[src/rtl/iob_mondo_pkg.sv]
// Shared definitions for the IOB mondo receiver: FSM state encoding,
// packet geometry and the field layout of a mondo data table entry.
package iob_mondo_pkg;

  // One-hot receiver states
  typedef enum logic [4:0] {
    ST_IDLE  = 5'b00001,
    ST_HDR1  = 5'b00010,
    ST_DATA  = 5'b00100,
    ST_CHECK = 5'b01000,
    ST_INT   = 5'b10000
  } mondo_state_e;

  localparam int MONDO_BEATS   = 18;
  localparam int HDR_BEATS     = 2;
  localparam int PAYLOAD_BEATS = MONDO_BEATS - HDR_BEATS;
  localparam int RSV_W         = 3;
  localparam int PAYLOAD_W     = 128;

  // mdt_wdata = {agtid, payload}
  localparam int MDT_PAYLOAD_LSB = 0;
  localparam int MDT_AGTID_LSB   = PAYLOAD_W;

  // True when the reserved upper bits of a header beat are nonzero
  function automatic logic rsv_nonzero(input logic [7:0] beat);
    return |beat[7:8-RSV_W];
  endfunction

endpackage

[src/rtl/iob_mondo_deser.sv]
// Mondo beat deserializer: captures the cpuid/agtid header beats, shifts in
// the 16 payload bytes (first byte ends up most significant) and counts
// payload beats. Optional macro IOB_MONDO_PROTO_CHK_EN enables the
// reserved-bit header error flag; otherwise that flag is tied low.
module iob_mondo_deser
  import iob_mondo_pkg::*;
#(
  parameter int ID_W = 5
) (
  input  logic                 clk,
  input  logic                 rst,
  input  logic                 hdr0_en_i,
  input  logic                 hdr1_en_i,
  input  logic                 data_en_i,
  input  logic [7:0]           beat_data_i,
  output logic [ID_W-1:0]      cpuid_o,
  output logic [ID_W-1:0]      agtid_o,
  output logic [PAYLOAD_W-1:0] payload_o,
  output logic                 rec_done_o,
  output logic                 hdr_err_o
);

  logic [ID_W-1:0]      cpuid_q;
  logic [ID_W-1:0]      agtid_q;
  logic [PAYLOAD_W-1:0] payload_q;
  logic [3:0]           cnt_q;

  // Header capture, payload shift register and payload beat counter
  always_ff @(posedge clk or posedge rst) begin
    if (rst) begin
      cpuid_q   <= '0;
      agtid_q   <= '0;
      payload_q <= '0;
      cnt_q     <= '0;
    end else begin
      if (hdr0_en_i) cpuid_q <= beat_data_i[ID_W-1:0];
      if (hdr1_en_i) begin
        agtid_q <= beat_data_i[ID_W-1:0];
        cnt_q   <= '0;
      end
      if (data_en_i) begin
        payload_q <= {payload_q[PAYLOAD_W-9:0], beat_data_i};
        cnt_q     <= cnt_q + 4'd1;
      end
    end
  end

  assign rec_done_o = data_en_i && (cnt_q == 4'(PAYLOAD_BEATS - 1));
  assign cpuid_o    = cpuid_q;
  assign agtid_o    = agtid_q;
  assign payload_o  = payload_q;

`ifdef IOB_MONDO_PROTO_CHK_EN
  logic hdr_err_q;

  // Header error: beat 0 restarts the flag, beat 1 accumulates into it
  always_ff @(posedge clk or posedge rst) begin
    if (rst) begin
      hdr_err_q <= 1'b0;
    end else if (hdr0_en_i) begin
      hdr_err_q <= rsv_nonzero(beat_data_i);
    end else if (hdr1_en_i) begin
      hdr_err_q <= hdr_err_q | rsv_nonzero(beat_data_i);
    end
  end

  assign hdr_err_o = hdr_err_q;
`else
  assign hdr_err_o = 1'b0;
`endif

endmodule

[src/rtl/iob_jbi_mondo_rcv.sv]
// IOB-side JBI mondo receiver: deserializes an 18-beat mondo, checks the
// target CPU's busy bit, writes accepted records into the mondo data table,
// requests an interrupt and answers JBI with a one-cycle ack or nack.
// Optional macro IOB_MONDO_PROTO_CHK_EN adds protocol checking (reserved
// header bits, stream gaps, stray beats) with a proto_err pulse.
module iob_jbi_mondo_rcv
  import iob_mondo_pkg::*;
#(
  parameter int NUM_CPU = 32,
  parameter int ID_W    = 5
) (
  input  logic                      clk,
  input  logic                      rst,
  input  logic                      jbi_iob_mondo_vld,
  input  logic [7:0]                jbi_iob_mondo_data,
  output logic                      iob_jbi_mondo_ack,
  output logic                      iob_jbi_mondo_nack,
  output logic                      mdt_wr_en,
  output logic [ID_W-1:0]           mdt_waddr,
  output logic [PAYLOAD_W+ID_W-1:0] mdt_wdata,
  output logic                      mondo_int_vld,
  output logic [ID_W-1:0]           mondo_int_cpuid,
  input  logic                      mondo_int_rdy,
  input  logic                      busy_clr,
  input  logic [ID_W-1:0]           busy_clr_cpuid,
  output logic [NUM_CPU-1:0]        busy_vec,
  output logic                      proto_err
);

  mondo_state_e         state_q;
  logic                 ack_q;
  logic                 nack_q;
  logic                 int_vld_q;
  logic [NUM_CPU-1:0]   busy_q;
  logic [NUM_CPU-1:0]   busy_d;
  logic [NUM_CPU-1:0]   sel_mask;
  logic [NUM_CPU-1:0]   clr_mask;
  logic                 hdr0_en;
  logic                 hdr1_en;
  logic                 data_en;
  logic                 rec_done;
  logic                 hdr_err;
  logic [ID_W-1:0]      cpuid;
  logic [ID_W-1:0]      agtid;
  logic [PAYLOAD_W-1:0] payload;
  logic                 in_check;
  logic                 cpu_in_range;
  logic                 busy_hit;
  logic                 reject;
  logic                 accept;

  assign hdr0_en  = (state_q == ST_IDLE) && jbi_iob_mondo_vld;
  assign hdr1_en  = (state_q == ST_HDR1) && jbi_iob_mondo_vld;
  assign data_en  = (state_q == ST_DATA) && jbi_iob_mondo_vld;
  assign in_check = (state_q == ST_CHECK);

  iob_mondo_deser #(
    .ID_W (ID_W)
  ) u_deser (
    .clk         (clk),
    .rst         (rst),
    .hdr0_en_i   (hdr0_en),
    .hdr1_en_i   (hdr1_en),
    .data_en_i   (data_en),
    .beat_data_i (jbi_iob_mondo_data),
    .cpuid_o     (cpuid),
    .agtid_o     (agtid),
    .payload_o   (payload),
    .rec_done_o  (rec_done),
    .hdr_err_o   (hdr_err)
  );

  // Decode the target cpu and the software clear into per-cpu masks;
  // ids at or above NUM_CPU match no bit and so fall out naturally
  always_comb begin
    sel_mask = '0;
    clr_mask = '0;
    for (int i = 0; i < NUM_CPU; i++) begin
      sel_mask[i] = (cpuid == ID_W'(i));
      clr_mask[i] = busy_clr && (busy_clr_cpuid == ID_W'(i));
    end
  end

  // The busy check sees a same-cycle clear; an accept then re-sets the bit
  assign cpu_in_range = |sel_mask;
  assign busy_hit     = |(busy_q & ~clr_mask & sel_mask);
  assign reject       = !cpu_in_range || busy_hit || hdr_err;
  assign accept       = in_check && !reject;
  assign busy_d       = (busy_q & ~clr_mask) | (accept ? sel_mask : '0);

  // Per-cpu receive-busy bits
  always_ff @(posedge clk or posedge rst) begin
    if (rst) begin
      busy_q <= '0;
    end else begin
      busy_q <= busy_d;
    end
  end

  // Receive FSM with registered ack/nack/interrupt-request outputs
  always_ff @(posedge clk or posedge rst) begin
    if (rst) begin
      state_q   <= ST_IDLE;
      ack_q     <= 1'b0;
      nack_q    <= 1'b0;
      int_vld_q <= 1'b0;
    end else begin
      ack_q  <= 1'b0;
      nack_q <= 1'b0;
      unique case (state_q)
        ST_IDLE: begin
          if (jbi_iob_mondo_vld) state_q <= ST_HDR1;
        end
        ST_HDR1: begin
          if (jbi_iob_mondo_vld) begin
            state_q <= ST_DATA;
          end
`ifdef IOB_MONDO_PROTO_CHK_EN
          else begin
            nack_q  <= 1'b1;
            state_q <= ST_IDLE;
          end
`endif
        end
        ST_DATA: begin
          if (rec_done) begin
            state_q <= ST_CHECK;
          end
`ifdef IOB_MONDO_PROTO_CHK_EN
          else if (!jbi_iob_mondo_vld) begin
            nack_q  <= 1'b1;
            state_q <= ST_IDLE;
          end
`endif
        end
        ST_CHECK: begin
          if (reject) begin
            nack_q  <= 1'b1;
            state_q <= ST_IDLE;
          end else begin
            int_vld_q <= 1'b1;
            state_q   <= ST_INT;
          end
        end
        ST_INT: begin
          if (mondo_int_rdy) begin
            int_vld_q <= 1'b0;
            ack_q     <= 1'b1;
            state_q   <= ST_IDLE;
          end
        end
        default: begin
          int_vld_q <= 1'b0;
          state_q   <= ST_IDLE;
        end
      endcase
    end
  end

`ifdef IOB_MONDO_PROTO_CHK_EN
  logic perr_q;

  // Protocol error: stream gap mid-packet, stray beat while busy, bad header
  always_ff @(posedge clk or posedge rst) begin
    if (rst) begin
      perr_q <= 1'b0;
    end else begin
      perr_q <= (((state_q == ST_HDR1) || (state_q == ST_DATA)) && !jbi_iob_mondo_vld)
             || (((state_q == ST_CHECK) || (state_q == ST_INT)) && jbi_iob_mondo_vld)
             || (in_check && hdr_err);
    end
  end

  assign proto_err = perr_q;
`else
  assign proto_err = 1'b0;
`endif

  assign iob_jbi_mondo_ack  = ack_q;
  assign iob_jbi_mondo_nack = nack_q;
  assign mondo_int_vld      = int_vld_q;
  assign mondo_int_cpuid    = cpuid;
  assign mdt_wr_en          = accept;
  assign mdt_waddr          = cpuid;
  assign mdt_wdata          = {agtid, payload};
  assign busy_vec           = busy_q;

endmodule

[config.mk]
export PLATFORM = sky130hd
export DESIGN_NAME = iob_jbi_mondo_rcv
export DESIGN_NICKNAME = d
export VERILOG_FILES = /design/src/rtl/iob_mondo_pkg.sv /design/src/rtl/iob_mondo_deser.sv /design/src/rtl/iob_jbi_mondo_rcv.sv
export SDC_FILE = /design/constraint.sdc
export NUM_CORES = 1
export LEC_CHECK = 0
export ABC_CLOCK_PERIOD_IN_PS = 4620
export BUFFER_PORTS_ARGS = -buffer_cell sky130_fd_sc_hd__buf_2
export CORE_MARGIN = 5
export CORE_UTILIZATION = 48
export CTS_CLUSTER_SIZE = 30
export DETAILED_ROUTE_END_ITERATION = 10
export GPL_TIMING_DRIVEN = 0
export MAX_ROUTING_LAYER = met4
export PLACE_DENSITY = 0.86
export SKIP_LAST_GASP = 1
export SLEW_MARGIN = 10
export SYNTH_ARGS = -nofsm -noshare
export SYNTH_HDL_FRONTEND = slang
export SYNTH_HIERARCHICAL = 1
export SYNTH_SLANG_ARGS = --single-unit
export TNS_END_PERCENT = 100
[constraint.sdc]
create_clock -name clk -period 4.62 [get_ports clk]
set_input_delay 0.924 -clock clk [delete_from_list [all_inputs] [get_ports clk]]
set_output_delay 0.924 -clock clk [all_outputs]
set_load 0.02 [all_outputs]
; ---- Word-level counts from Yosys, hierarchy flattened
; Cells that the tools add are included.
[totals]
output_inout_bits = 180
register_bits = 182
inputBits = 18
elab_cells = 152
[classes]
addsub = 1
n_mux = 16
reduce_logical = 48
eq_ne = 73
bitwise = 5
[ops]
columns = operator, n
row1 = $eq 5x5->1 const B, 33
row2 = $eq 5x4->1 const B, 17
row3 = $and 32x32->32, 2
row4 = $reduce_or 32->1, 2
row5 = $eq 5x3->1 const B, 9
row6 = $logic_and 1x1->1, 37
row7 = $mux 32, 1
row8 = $not 32->32, 1
row9 = $or 32x32->32, 1
row10 = $eq 5x2->1 const B, 5
row11 = $mux 5, 5
row12 = $pmux 5 s5, 1
row13 = $eq 5x1->1 const B, 3
row14 = $logic_not 5->1, 2
row15 = $ne 2x2->1 const B, 5
row16 = $mux 4, 2
row17 = $mux 1, 6
row18 = $add 4x1->4 const B, 1
row19 = $eq 4x4->1 const B, 1
row20 = $reduce_and 4->1, 1
row21 = $pmux 1 s3, 1
row22 = $reduce_and 3->1, 1
row23 = $reduce_or 3->1, 1
row24 = $logic_not 1->1, 2
row25 = other kinds (3), 3

; ---- Depth between registers and ports, before layout
[logic_depth]
depth_word = 11
mapped_depth = 12
depth_no_buf = 9

; ---- Hierarchy
; The synthesis kept the hierarchy.
[modules_own_cells]
columns = module, seq_area_each_um2, area_per_inst_um2, cells_each, instances
row1 = iob_mondo_deser, 3553.4, 5466.5, 313, 1
row2 = iob_jbi_mondo_rcv, 1002.2, 2483.6, 261, 1

; ---- Worst setup path after synthesis
; OpenSTA, ideal clock, no wires.
[synth_timing]
path_type = input to output
from = input busy_clr_cpuid[1]
to = output mdt_wr_en
n_path_buf = 2
required_ns = 3.696
t_arrival_ns = 2.745
path_slack_ns = 0.951
stages = 8
path_cell_list = or2_2 > buf_2 > o21ai_0 > o22ai_1 > nor4b_2 > nand3_4 > buf_6 > nor2_1
[synth_between]
elab_chain_len = 9
word_cells_on_any_way = 71
cone_classes = 31 x eq/ne / 3 x bitwise / 37 x reduce/logical
[synth_lines]
columns = element, line_no
row1 = start: declaration, iob_jbi_mondo_rcv.sv:25  ; input logic [ID_W-1:0] busy_clr_cpuid,
row2 = "$eq 5x1->1, or another cell as far along", iob_jbi_mondo_rcv.sv:80  ; clr_mask[i] = busy_clr && (busy_clr_cpuid == ID_W'(i));
row3 = $logic_and 1x1->1, iob_jbi_mondo_rcv.sv:80
row4 = $not 32->32 *, iob_jbi_mondo_rcv.sv:86  ; assign busy_hit = |(busy_q & ~clr_mask & sel_mask);
row5 = $and 32x32->32 * (2 in a row), iob_jbi_mondo_rcv.sv:86
row6 = $reduce_or 32->1 *, iob_jbi_mondo_rcv.sv:86
row7 = $logic_or 1x1->1 *, iob_jbi_mondo_rcv.sv:87  ; assign reject = !cpu_in_range || busy_hit || hdr_err;
row8 = $logic_not 1->1 *, iob_jbi_mondo_rcv.sv:88  ; assign accept = in_check && !reject;
row9 = $logic_and 1x1->1 *, iob_jbi_mondo_rcv.sv:88
row10 = end: declaration, iob_jbi_mondo_rcv.sv:18  ; output logic mdt_wr_en,
; Mark *: on every way between the ends. The rest lies on a longest branch, timed or not.

; ---- Final worst setup path
[layout_timing]
from = input busy_clr_cpuid[4]
to = output mdt_wr_en
; The elaborated chain is that of the path after synthesis.

==> key figures <==
Status
  – Outcome: complete, no violations

Power and ir drop
  – Max VDD drop: 0.4642 mV
  – PD cells: 490.2 nW/um^2
  – Power, Total: 4.870 mW
  – Leakage: 5.109 nW

Timing
  – Setup TNS Final: 0 ns
  – Worst slew margin: 40.26%
  – Period utilization: 91.63%
  – Worst-Margin Slew: 0.8893 ns
  – Clk_skew: 0.02388 ns
  – Max Transition Viols Final: 0
  – RSZ-0062 raised after global routing: false
  – FMAX: 236.2 MHz
  – Final setup fails: 0
  – Final min period: 4.233 ns
  – Final Hold Viols: 0

Setup path
  – R2R Setup Slk: 1.57 ns
  – Worst R2R End: state_q[0]$_DFFE_PP1P_
  – Worst setup SP type: primary input
  – WP buf/inv: 4
  – CP max stage cell: nand4bb_1
  – CP arrival: 3.31 ns
  – CP required: 3.70 ns
  – Worst path top cell family by delay: simple AND/OR/NAND/NOR gates
  – Worst setup path class: primary input to primary output
  – Stages on the worst setup path: 10
  – Most used cell, CP: buf_2
  – CP Max Fanout: 10
  – Worst Setup End Kind: primary output
  – CP Cell Sequence: buf_2 > nand4bb_1 > o2111a_1 > a2111oi_0 > and4_1 > buf_4 > nand3_4 > buf_6 > nor2_1 > buf_2
  – Crit-path max cell delay: 0.46 ns
  – Worst r2r src: state_q[3]$_DFFE_PP0P_
  – FF-to-FF path depth: 12

Die
  – I/O pin total: 198
  – Die Footprint: 19240 um^2
  – Die width: 138.7 um
  – Die Height: 138.7 um
  – Cell Rows: 47
  – Core ar.: 16410 um^2
  – Initial core utilization: 48.46%

Synth
  – Cell with the most instances after synthesis: dfrtp_1
  – Mapped Cells: 574
  – Synthesized cell area: 7950 um^2
  – Sequential share of the synthesized area: 57.30%
  – Syn Area/Cell: 13.85 um^2
  – Synth Register Bits: 182
  – Asr flop ratio synth: 100.0%
  – Top_reg_cell synth: dfrtp_1
  – EDFF count, synth: 0
  – Largest cells by area after synthesis: dfrtp_1 (57%), mux2_2 (15%), mux2_4 (6.2%)
  – Top cell type's share of synthesized area: 56.97%
  – Largest area contributor in the netlist: dfrtp_1
  – Netlist cell types: 60
  – Commonest cells post-synth: dfrtp_1 (181), mux2_2 (105), o21ai_0 (40)
  – Syn nets: 593
  – Yosys warns: 6

CTS
  – CTS Hold Buffers Added: 0
  – CTS buffer count: 17
  – CTS tree: built
  – Post-CTS Setup Bufs: 0
  – Clk buf depth: 2
  – Root Driver: clkbuf_16
  – Post-CTS sizing: 0
  – CTS Sinks: 182
  – Skew-Pair Late Insertion Delay: 0.44 ns
  – Reg clk slew, reported paths: 0.07 ns
  – CTS H-tree depth: 4

Detailed routing
  – Via/cell ratio: 5.738
  – Routed length per placed instance: 19.91 um
  – Antenna-violating nets left: 0
  – DR DRC count: 0
  – 1st-pass router iterations: 7
  – Initial DRC count: 442
  – DRT Wirelength: 20450 um
  – Via count: 5893

GRT
  – Met1 usage: 27.03%
  – Number of global-route vias before repair: 6103
  – First-pass GRT wire length: 33260 um
  – Initial antenna violation count: 0
  – Gr usage total: 21.97%
  – Overflow left after global routing: 0
  – Largest net degree at the start of global routing: 40
  – Met3 usage: 4.517%
  – Most used routing layer: met2
  – GR Layer Usage met2: 35.30%

Hold path
  – Worst min-delay path class: primary input to asynchronous set/reset pin

Cells and area
  – Fraction of layout cells with a size suffix above 1: 51.55%
  – # diodes: 0
  – Nets: 813
  – Sequential standard cell area: 4556 um^2
  – Fillcell total: 1253
  – Area of the multi-input gates: 3107 um^2
  – Area Overhead vs Synth: 24.96%

Flow run
  – Max-cap violations: 0

Placement
  – DP Wirelength: 15190 um
  – PortBufs: 196
  – GP Congestion: 0.9828
sequential cells by signal, indices dropped and copies added (netlist names):
register and flops:
u_deser/agtid_o 5, u_deser/payload_o 128, u_deser/cnt_q 4, mondo_int_vld 1, u_deser/cpuid_o 5, busy_vec 32
iob_jbi_mondo_ack 1, state_q 5, iob_jbi_mondo_nack 1
layer usage:
metal,part of all wire (%),up-vias
met5,0,-
met4,3.9,0
met3,6.2,70
met2,50,294
met1,40,2942
li1,-,2587
worst register-to-register path: cells and delay by family (launching register included):
kind / cells / cell delay [ns]
AOI/OAI and AO/OA: 3 / 0.36
DFF: 1 / 0.47
buffers and inverters: 3 / 0.49
and+or+nand+nor: 6 / 1.68
metrics by stage:
step / instance area (um^2) / hold WS, ns / std cells / setup slack (ns) / util [%]
2_1_floorplan: 7954 / 0.4777 / 574 / 0.9509 / -
3_3_place_gp: 9210 / 0.4838 / 990 / 0.3355 / 56.14
3_5_place_dp: 9310 / 0.4882 / 995 / 0.4389 / 56.75
4_1_cts: 9935 / 0.3672 / 1027 / 0.4364 / 60.55
5_1_grt: 9935 / 0.3766 / 1027 / 0.2594 / 60.55
6_report: 9935 / 0.3797 / 1027 / 0.3869 / 60.55
kinds of logic (layout without fill, tap and decap cells):
group | count (synthesis) | in the layout | synth area share (%)
flip-flops | 182 | 182 | 57.30
multiplexers | 140 | 140 | 21.36
AO/OA/AOI/OAI | 107 | 107 | 9.742
AND/OR/NAND/NOR | 92 | 92 | 7.507
buffers and inverters | 48 | 281 | 3.620
other | 2 | 2 | 0.09446
XOR/XNOR | 2 | 2 | 0.2204
adder cells (fa/ha/maj) | 1 | 1 | 0.1574
placed cells by master (no fill, tap or decap), types with 9 or more instances in the layout:
| cell | Yosys | final |
|---|---|---|
| o21ai_0 | 40 | 40 |
| mux2_2 | 105 | 105 |
| mux2_4 | 33 | 33 |
| dfrtp_1 | 181 | 181 |
| buf_2 | 14 | 210 |
| nand2_1 | 17 | 17 |
| o2111ai_1 | 9 | 9 |
| clkbuf_16 | 0 | 17 |
| nor2_1 | 11 | 11 |
| o41ai_1 | 18 | 18 |
| clkbuf_1 | 12 | 12 |
how the worst max path moves through the flow:
| stage | start | end | slack, ns |
|---|---|---|---|
| 6_report | busy_clr_cpuid[4] | mdt_wr_en | 0.39 |
| 5_1_grt | busy_clr_cpuid[4] | mdt_wr_en | 0.26 |
| 4_1_cts | busy_clr_cpuid[4] | mdt_wr_en | 0.44 |
| 3_5_place_dp | busy_clr_cpuid[4] | mdt_wr_en | 0.44 |
| 3_3_place_gp | busy_clr_cpuid[4] | mdt_wr_en | 0.34 |
| 2_1_floorplan | busy_clr_cpuid[1] | mdt_wr_en | 0.95 |
report_power, final:
group / switching (mW) / internal [mW]
Combinational: 0.889 / 0.524
Clock: 0.728 / 0.745
Sequential: 0.188 / 1.80
Total: 1.81 / 3.07
final cells by class:
class	instances	area share (%)
clock buffers	17	4.282
inverters	5	0.2267
clock inverters	15	2.003
multi-input cells	344	31.27
flip-flops and latches	182	45.86
well taps	220	2.771
repair buffers	201	10.88
plain buffers	43	2.708
(Power assumes the default switching activity.)
